## src/rtl/mem_pkg.sv

```systemverilog
// rtl/mem_pkg.sv - shared constants and state type for the data-memory access unit
// Contents:
//   MEM_BYTES, ADDR_W         RAM geometry
//   SIZE_*                    access size encodings
//   ERR_*                     response error codes
//   state_t                   sequencer states
package mem_pkg;

  localparam int MEM_BYTES = 512;
  localparam int ADDR_W    = 9;

  localparam logic [1:0] SIZE_BYTE = 2'b00;
  localparam logic [1:0] SIZE_HALF = 2'b01;
  localparam logic [1:0] SIZE_WORD = 2'b10;
  localparam logic [1:0] SIZE_ILL  = 2'b11;

  localparam logic [1:0] ERR_NONE     = 2'b00;
  localparam logic [1:0] ERR_MISALIGN = 2'b01;
  localparam logic [1:0] ERR_RANGE    = 2'b10;
  localparam logic [1:0] ERR_ILLEGAL  = 2'b11;

  typedef enum logic [1:0] {
    IDLE   = 2'b00,
    ACCESS = 2'b01,
    RESP   = 2'b10
  } state_t;

endpackage

```

## src/rtl/mem_access_check.sv

```systemverilog
// rtl/mem_access_check.sv - combinational legality check of one memory request
// Ports:
//   addr  in  32  byte address
//   size  in  2   access size code
//   load  in  1   load requested
//   store in  1   store requested
//   err   out 2   ERR_* code; illegal beats misaligned beats range
module mem_access_check
  import mem_pkg::*;
(
  input  logic [31:0] addr,
  input  logic [1:0]  size,
  input  logic        load,
  input  logic        store,
  output logic [1:0]  err
);

  localparam logic [ADDR_W:0] LAST_BYTE = (ADDR_W + 1)'(MEM_BYTES - 1);

  logic [1:0]      span;
  logic [ADDR_W:0] last;

  // Extra top bit on last so an access running past the end is not lost to wrap.
  assign last = {1'b0, addr[ADDR_W-1:0]} + {{(ADDR_W - 1){1'b0}}, span};

  always_comb begin
    span = 2'd0;
    case (size)
      SIZE_HALF: span = 2'd1;
      SIZE_WORD: span = 2'd3;
      default:   span = 2'd0;
    endcase
  end

  always_comb begin
    err = ERR_NONE;
    if (size == SIZE_ILL || (load && store)) begin
      err = ERR_ILLEGAL;
    end else if ((size == SIZE_HALF && addr[0]) ||
                 (size == SIZE_WORD && addr[1:0] != 2'b00)) begin
      err = ERR_MISALIGN;
    end else if (addr[31:ADDR_W] != '0 || last > LAST_BYTE) begin
      err = ERR_RANGE;
    end
  end

endmodule

```

## src/rtl/mem_access_unit.sv

```systemverilog
// rtl/mem_access_unit.sv - load/store sequencer between EX/MEM and the data RAM
// Ports:
//   clk, reset                        clock, synchronous active-high reset
//   req_valid/req_ready               request handshake
//   req_load, req_store, req_size,
//   req_se, req_addr, req_wdata,
//   req_rd                            request fields
//   ram_a, ram_di, ram_size, ram_rw,
//   ram_e, ram_se                     async RAM port, active one cycle per legal access
//   ram_do                            combinational RAM read data
//   resp_valid/resp_ready             response handshake to writeback
//   resp_we, resp_rd, resp_data,
//   resp_err, resp_addr               response fields
module mem_access_unit
  import mem_pkg::*;
(
  input  logic              clk,
  input  logic              reset,
  input  logic              req_valid,
  output logic              req_ready,
  input  logic              req_load,
  input  logic              req_store,
  input  logic [1:0]        req_size,
  input  logic              req_se,
  input  logic [31:0]       req_addr,
  input  logic [31:0]       req_wdata,
  input  logic [4:0]        req_rd,
  output logic [ADDR_W-1:0] ram_a,
  output logic [31:0]       ram_di,
  output logic [1:0]        ram_size,
  output logic              ram_rw,
  output logic              ram_e,
  output logic              ram_se,
  input  logic [31:0]       ram_do,
  output logic              resp_valid,
  input  logic              resp_ready,
  output logic              resp_we,
  output logic [4:0]        resp_rd,
  output logic [31:0]       resp_data,
  output logic [1:0]        resp_err,
  output logic [31:0]       resp_addr
);

  state_t      state, state_n;
  logic        ld_q, st_q, se_q;
  logic [1:0]  size_q, err_q;
  logic [31:0] addr_q, wdata_q, data_q;
  logic [4:0]  rd_q;
  logic [1:0]  chk_err;
  logic        accept, has_op;

  // Checked on the incoming fields so the verdict is registered together with them;
  // this lets an error response appear the cycle right after accept.
  mem_access_check u_check (
    .addr  (req_addr),
    .size  (req_size),
    .load  (req_load),
    .store (req_store),
    .err   (chk_err)
  );

  assign req_ready = !reset && (state == IDLE || (state == RESP && resp_ready));
  assign accept    = req_valid && req_ready;
  assign has_op    = req_load || req_store;

  always_comb begin
    state_n    = state;
    ram_e      = 1'b0;
    ram_rw     = 1'b0;
    ram_a      = '0;
    ram_di     = '0;
    ram_size   = '0;
    ram_se     = 1'b0;
    resp_valid = 1'b0;
    resp_we    = 1'b0;
    resp_rd    = '0;
    resp_data  = '0;
    resp_err   = '0;
    resp_addr  = '0;

    case (state)
      IDLE: begin
        if (accept && has_op) state_n = (chk_err == ERR_NONE) ? ACCESS : RESP;
      end
      ACCESS: begin
        state_n = RESP;
      end
      RESP: begin
        if (resp_ready) begin
          if (accept && has_op) state_n = (chk_err == ERR_NONE) ? ACCESS : RESP;
          else                  state_n = IDLE;
        end
      end
      default: state_n = IDLE;
    endcase

    // Outputs are gated by reset directly so ram_e drops in the reset cycle itself.
    if (!reset) begin
      if (state == ACCESS) begin
        ram_e    = 1'b1;
        ram_rw   = st_q;
        ram_a    = addr_q[ADDR_W-1:0];
        ram_di   = wdata_q;
        ram_size = size_q;
        ram_se   = se_q;
      end
      if (state == RESP) begin
        resp_valid = 1'b1;
        resp_we    = ld_q && (err_q == ERR_NONE);
        resp_rd    = rd_q;
        resp_data  = data_q;
        resp_err   = err_q;
        resp_addr  = addr_q;
      end
    end
  end

  always_ff @(posedge clk) begin
    if (reset) begin
      state   <= IDLE;
      ld_q    <= 1'b0;
      st_q    <= 1'b0;
      se_q    <= 1'b0;
      size_q  <= '0;
      err_q   <= '0;
      addr_q  <= '0;
      wdata_q <= '0;
      data_q  <= '0;
      rd_q    <= '0;
    end else begin
      state <= state_n;
      if (accept && has_op) begin
        ld_q    <= req_load;
        st_q    <= req_store;
        se_q    <= req_se;
        size_q  <= req_size;
        err_q   <= chk_err;
        addr_q  <= req_addr;
        wdata_q <= req_wdata;
        rd_q    <= req_rd;
        data_q  <= '0;
      end else if (state == ACCESS && ld_q) begin
        data_q <= ram_do;
      end
    end
  end

endmodule

```

## config.mk

```make
export PLATFORM = sky130hd
export DESIGN_NAME = mem_access_unit
export DESIGN_NICKNAME = d
export VERILOG_FILES = /design/src/rtl/mem_pkg.sv /design/src/rtl/mem_access_check.sv /design/src/rtl/mem_access_unit.sv
export SDC_FILE = /design/constraint.sdc
export NUM_CORES = 1
export LEC_CHECK = 0
export ABC_AREA = 1
export BUFFER_PORTS_ARGS = -buffer_cell sky130_fd_sc_hd__buf_2
export CAP_MARGIN = 20
export CORE_ASPECT_RATIO = 1.4
export CORE_MARGIN = 2
export CORE_UTILIZATION = 47
export CTS_CLUSTER_SIZE = 30
export DETAILED_ROUTE_END_ITERATION = 10
export PLACE_DENSITY = 0.81
export SYNTH_ARGS = -nofsm -noshare
export SYNTH_HDL_FRONTEND = slang
export SYNTH_SLANG_ARGS = --single-unit
```

## constraint.sdc

```tcl
create_clock -name clk -period 1.9 [get_ports clk]
set_input_delay 0.38 -clock clk [delete_from_list [all_inputs] [get_ports clk]]
set_output_delay 0.38 -clock clk [all_outputs]
set_load 0.005 [all_outputs]
```

==> impl_metrics.py <==
metrics = {
    "cts": {
        "cts.sinks": 110,
        "cts_tree": "yes",
        "clock_tree.buffer_depth": 2,
        "cts_hold_buf": 0,
        "h-tree-depth": 3,
        "cts-root-buf": "clkbuf_16",
        "clk_pin_slew_worst_paths_ns": 0.07,
        "insertion_delay_ns": 0.34,
        "cts_made_buffers": 9,
    },
    "synth": {
        "synth_cell_types": 21,
        "synth-seq-cells": 110,
        "yosysTopAreaCellShare": 0.4500,
        "synth-edff-count": 0,
        "syn_area_sq_um": 4893,
        "ys_top_cells_by_area": "dfxtp_1, a21oi_1, nor2_1",
        "ys_async_sr_fraction": 0,
        "yosysMostFrequentCell": "nor2_1",
        "synthTopCellsByCount": "nor2_1, dfxtp_1, a21oi_1, inv_1, nand2_1",
        "ys.flop_type": "dfxtp_1",
        "synth_nets": 823,
        "yosysTopAreaCell": "dfxtp_1",
        "syn_avg_cell_area_sq_um": 6.912,
        "synth_cells": 708,
        "synth_warnings": 0,
        "seq_area_frac_synth": 0.4500,
    },
    "sta": {
        "tightest_slew_ns": 0.6437,
        "rsz0062_at_grt": "yes",
        "setup_violations": 0,
        "drv_slew": 0,
        "post-route-period-util": 0.9918,
        "fmax_ghz": 0.5307,
        "fin_skew_ns": 0.01005,
        "finalHoldViolations": 0,
        "whs_ns": 0.2978,
        "period_minus_slack_ns": 1.884,
        "maxSlewHeadroom": 0.5692,
    },
    "global_route": {
        "grt.overflow.total": 0,
        "track_usage": 0.2285,
        "antenna_found_initial": 0,
        "grt_pass1_vias": 4584,
        "grt_pass1_wl_um": 21270,
        "grt_start_max_net_pins": 49,
    },
    "floorplan": {
        "rows": 44,
        "initial_utilization": 0.4779,
        "die-area_sq_um": 11260,
        "pin_count": 230,
        "coreArea_sq_um": 10240,
        "die_w_um": 90.24,
        "die_y_um": 124.7,
    },
    "setup_path": {
        "worst_ep_arrival_time_ns": 1.50,
        "required_ns": 1.52,
        "endpoint_kind": "primary output",
        "crit_type": "reg2out",
        "cp_max_fo": 13,
        "startpoint_type": "register",
    },
    "drt": {
        "via_per_inst": 4.843,
        "vias": 5177,
        "avgRoutedWirePerCell_um": 12.84,
        "remaining_drc_errors": 0,
        "ant_nets": 0,
        "firstDrtPassIters": 4,
        "wirelength_um": 13730,
        "dr.first_iter.drc_count": 195,
    },
    "placement": {
        "post_dp_cell_area_sq_um": 6145,
        "globalplace.congestion": 0.8172,
        "port_buffers": 229,
        "dpl.hpwl_um": 9378,
    },
    "finish": {
        "antenna_cells": 0,
        "area_growth_pct": 37.61,
        "drive_above_1_share": 0.3459,
        "layout.nets": 1041,
        "finish.instance_area_sq_um": 6734,
    },
    "outcome": {
        "status": "finished clean",
    },
    "power": {
        "ir_drop_mv": 0.5345,
        "power.density_nw_per_um2": 699.8,
        "finalPower_w": 0.004713,
        "p_leak_nw": 3.058,
    },
    "run": {
        "max_cap_viol_count": 0,
    },
    "min_path": {
        "hp-class": "in2reg",
    },
}
## per-stage QoR
step                cells    util  worst slack [ns]  setup TNS [ns]
global placement     1043  0.6001            0.1228               0
finish               1069  0.6576           0.01565               0
global route         1069  0.6576          -0.06318          -1.465
detailed placement   1043  0.6001            0.1204               0
floorplan             708       -            0.3520               0
CTS                  1064  0.6371        -0.0005946      -0.0005946
## registers in the layout (all words and copies together), names as in the netlist, 2 cells and up
| signal | cells |
|---|---|
| err_q | 2 |
| rd_q | 5 |
| wdata_q | 32 |
| state | 2 |
| size_q | 2 |
| data_q | 32 |
| addr_q | 32 |
## layout make-up
cell class                 instances  area [sq um]
clock inverter                     5         35.03
sequential                       110          2207
timing repair buffer             258          1544
fill                             948          3506
tap                              138         172.7
multi-input combinational        456          2186
inverter                          90         350.3
clock buffer                      11         232.7
timing repair inverter             1         6.256
## worst max-delay path: stages, from the launching register on
cell	delay, ns
dfxtp_4	0.37
nor2_4	0.12
inv_2	0.06
nor2_4	0.12
inv_4	0.08
clkbuf_16	0.18
nor2_1	0.10
buf_2	0.12
## routing by layer
metal | wire length [um] | vias to the layer above | track usage
met3 | 983 | 20 | 0.06050
met2 | 6788 | 193 | 0.3910
met1 | 5672 | 2289 | 0.2772
met5 | 0 | - | 0
met4 | 286 | 0 | 0.07692
li1 | - | 2675 | -
## worst paths after layout
path	end	slack, ns	from	cells after the start
hold reg to reg	wdata_q[29]$_SDFFE_PP0P_	0.45	wdata_q[29]$_SDFFE_PP0P_	2
setup reg to reg	addr_q[9]$_SDFFE_PP0P_	0.15	state[1]$_SDFFE_PP0P_	8
hold / removal	rd_q[0]$_SDFFE_PP0P_	0.30	req_rd[0]	3
setup / recovery	resp_addr[21]	0.02	state[0]$_SDFFE_PP0P_	7
## cell usage in the layout (no fill, tap or decap), types with 3 or more instances in the layout
cell type / netlist / final
a21oi_1: 109 / 109
buf_12: 0 / 9
buf_2: 14 / 229
buf_4: 0 / 13
buf_6: 10 / 4
clkbuf_16: 0 / 12
dfxtp_1: 110 / 108
ha_1: 5 / 5
inv_1: 86 / 83
inv_2: 4 / 4
inv_4: 0 / 3
nand2_1: 84 / 83
nand3_1: 34 / 34
nor2_1: 138 / 102
nor2_2: 0 / 33
nor2_4: 1 / 4
o21ai_0: 12 / 12
o21ai_1: 66 / 66
## kinds of logic after synthesis
family,share of synthesized area
buffers and inverters,0.1278
adder cells (fa/ha/maj),0.01278
AO/OA/AOI/OAI,0.1971
AND/OR/NAND/NOR,0.2122
flip-flops,0.4500
## report_power, final
part / internal (W) / total [W] / switching (W)
Combinational: 0.000216 / 0.000550 / 0.000333
Clock: 0.000894 / 0.00172 / 0.000829
Sequential: 0.00241 / 0.00244 / 0.0000294
## what timing repair did
| item | in CTS | in global routing |
|---|---|---|
| pin swaps | 1 | 2 |
| setup endpoints to repair | 75 | 90 |
| buffers inserted | 4 | 2 |
| resized for setup | 19 | 42 |
| gates cloned | 1 | 3 |
(Power assumes the default switching activity.)
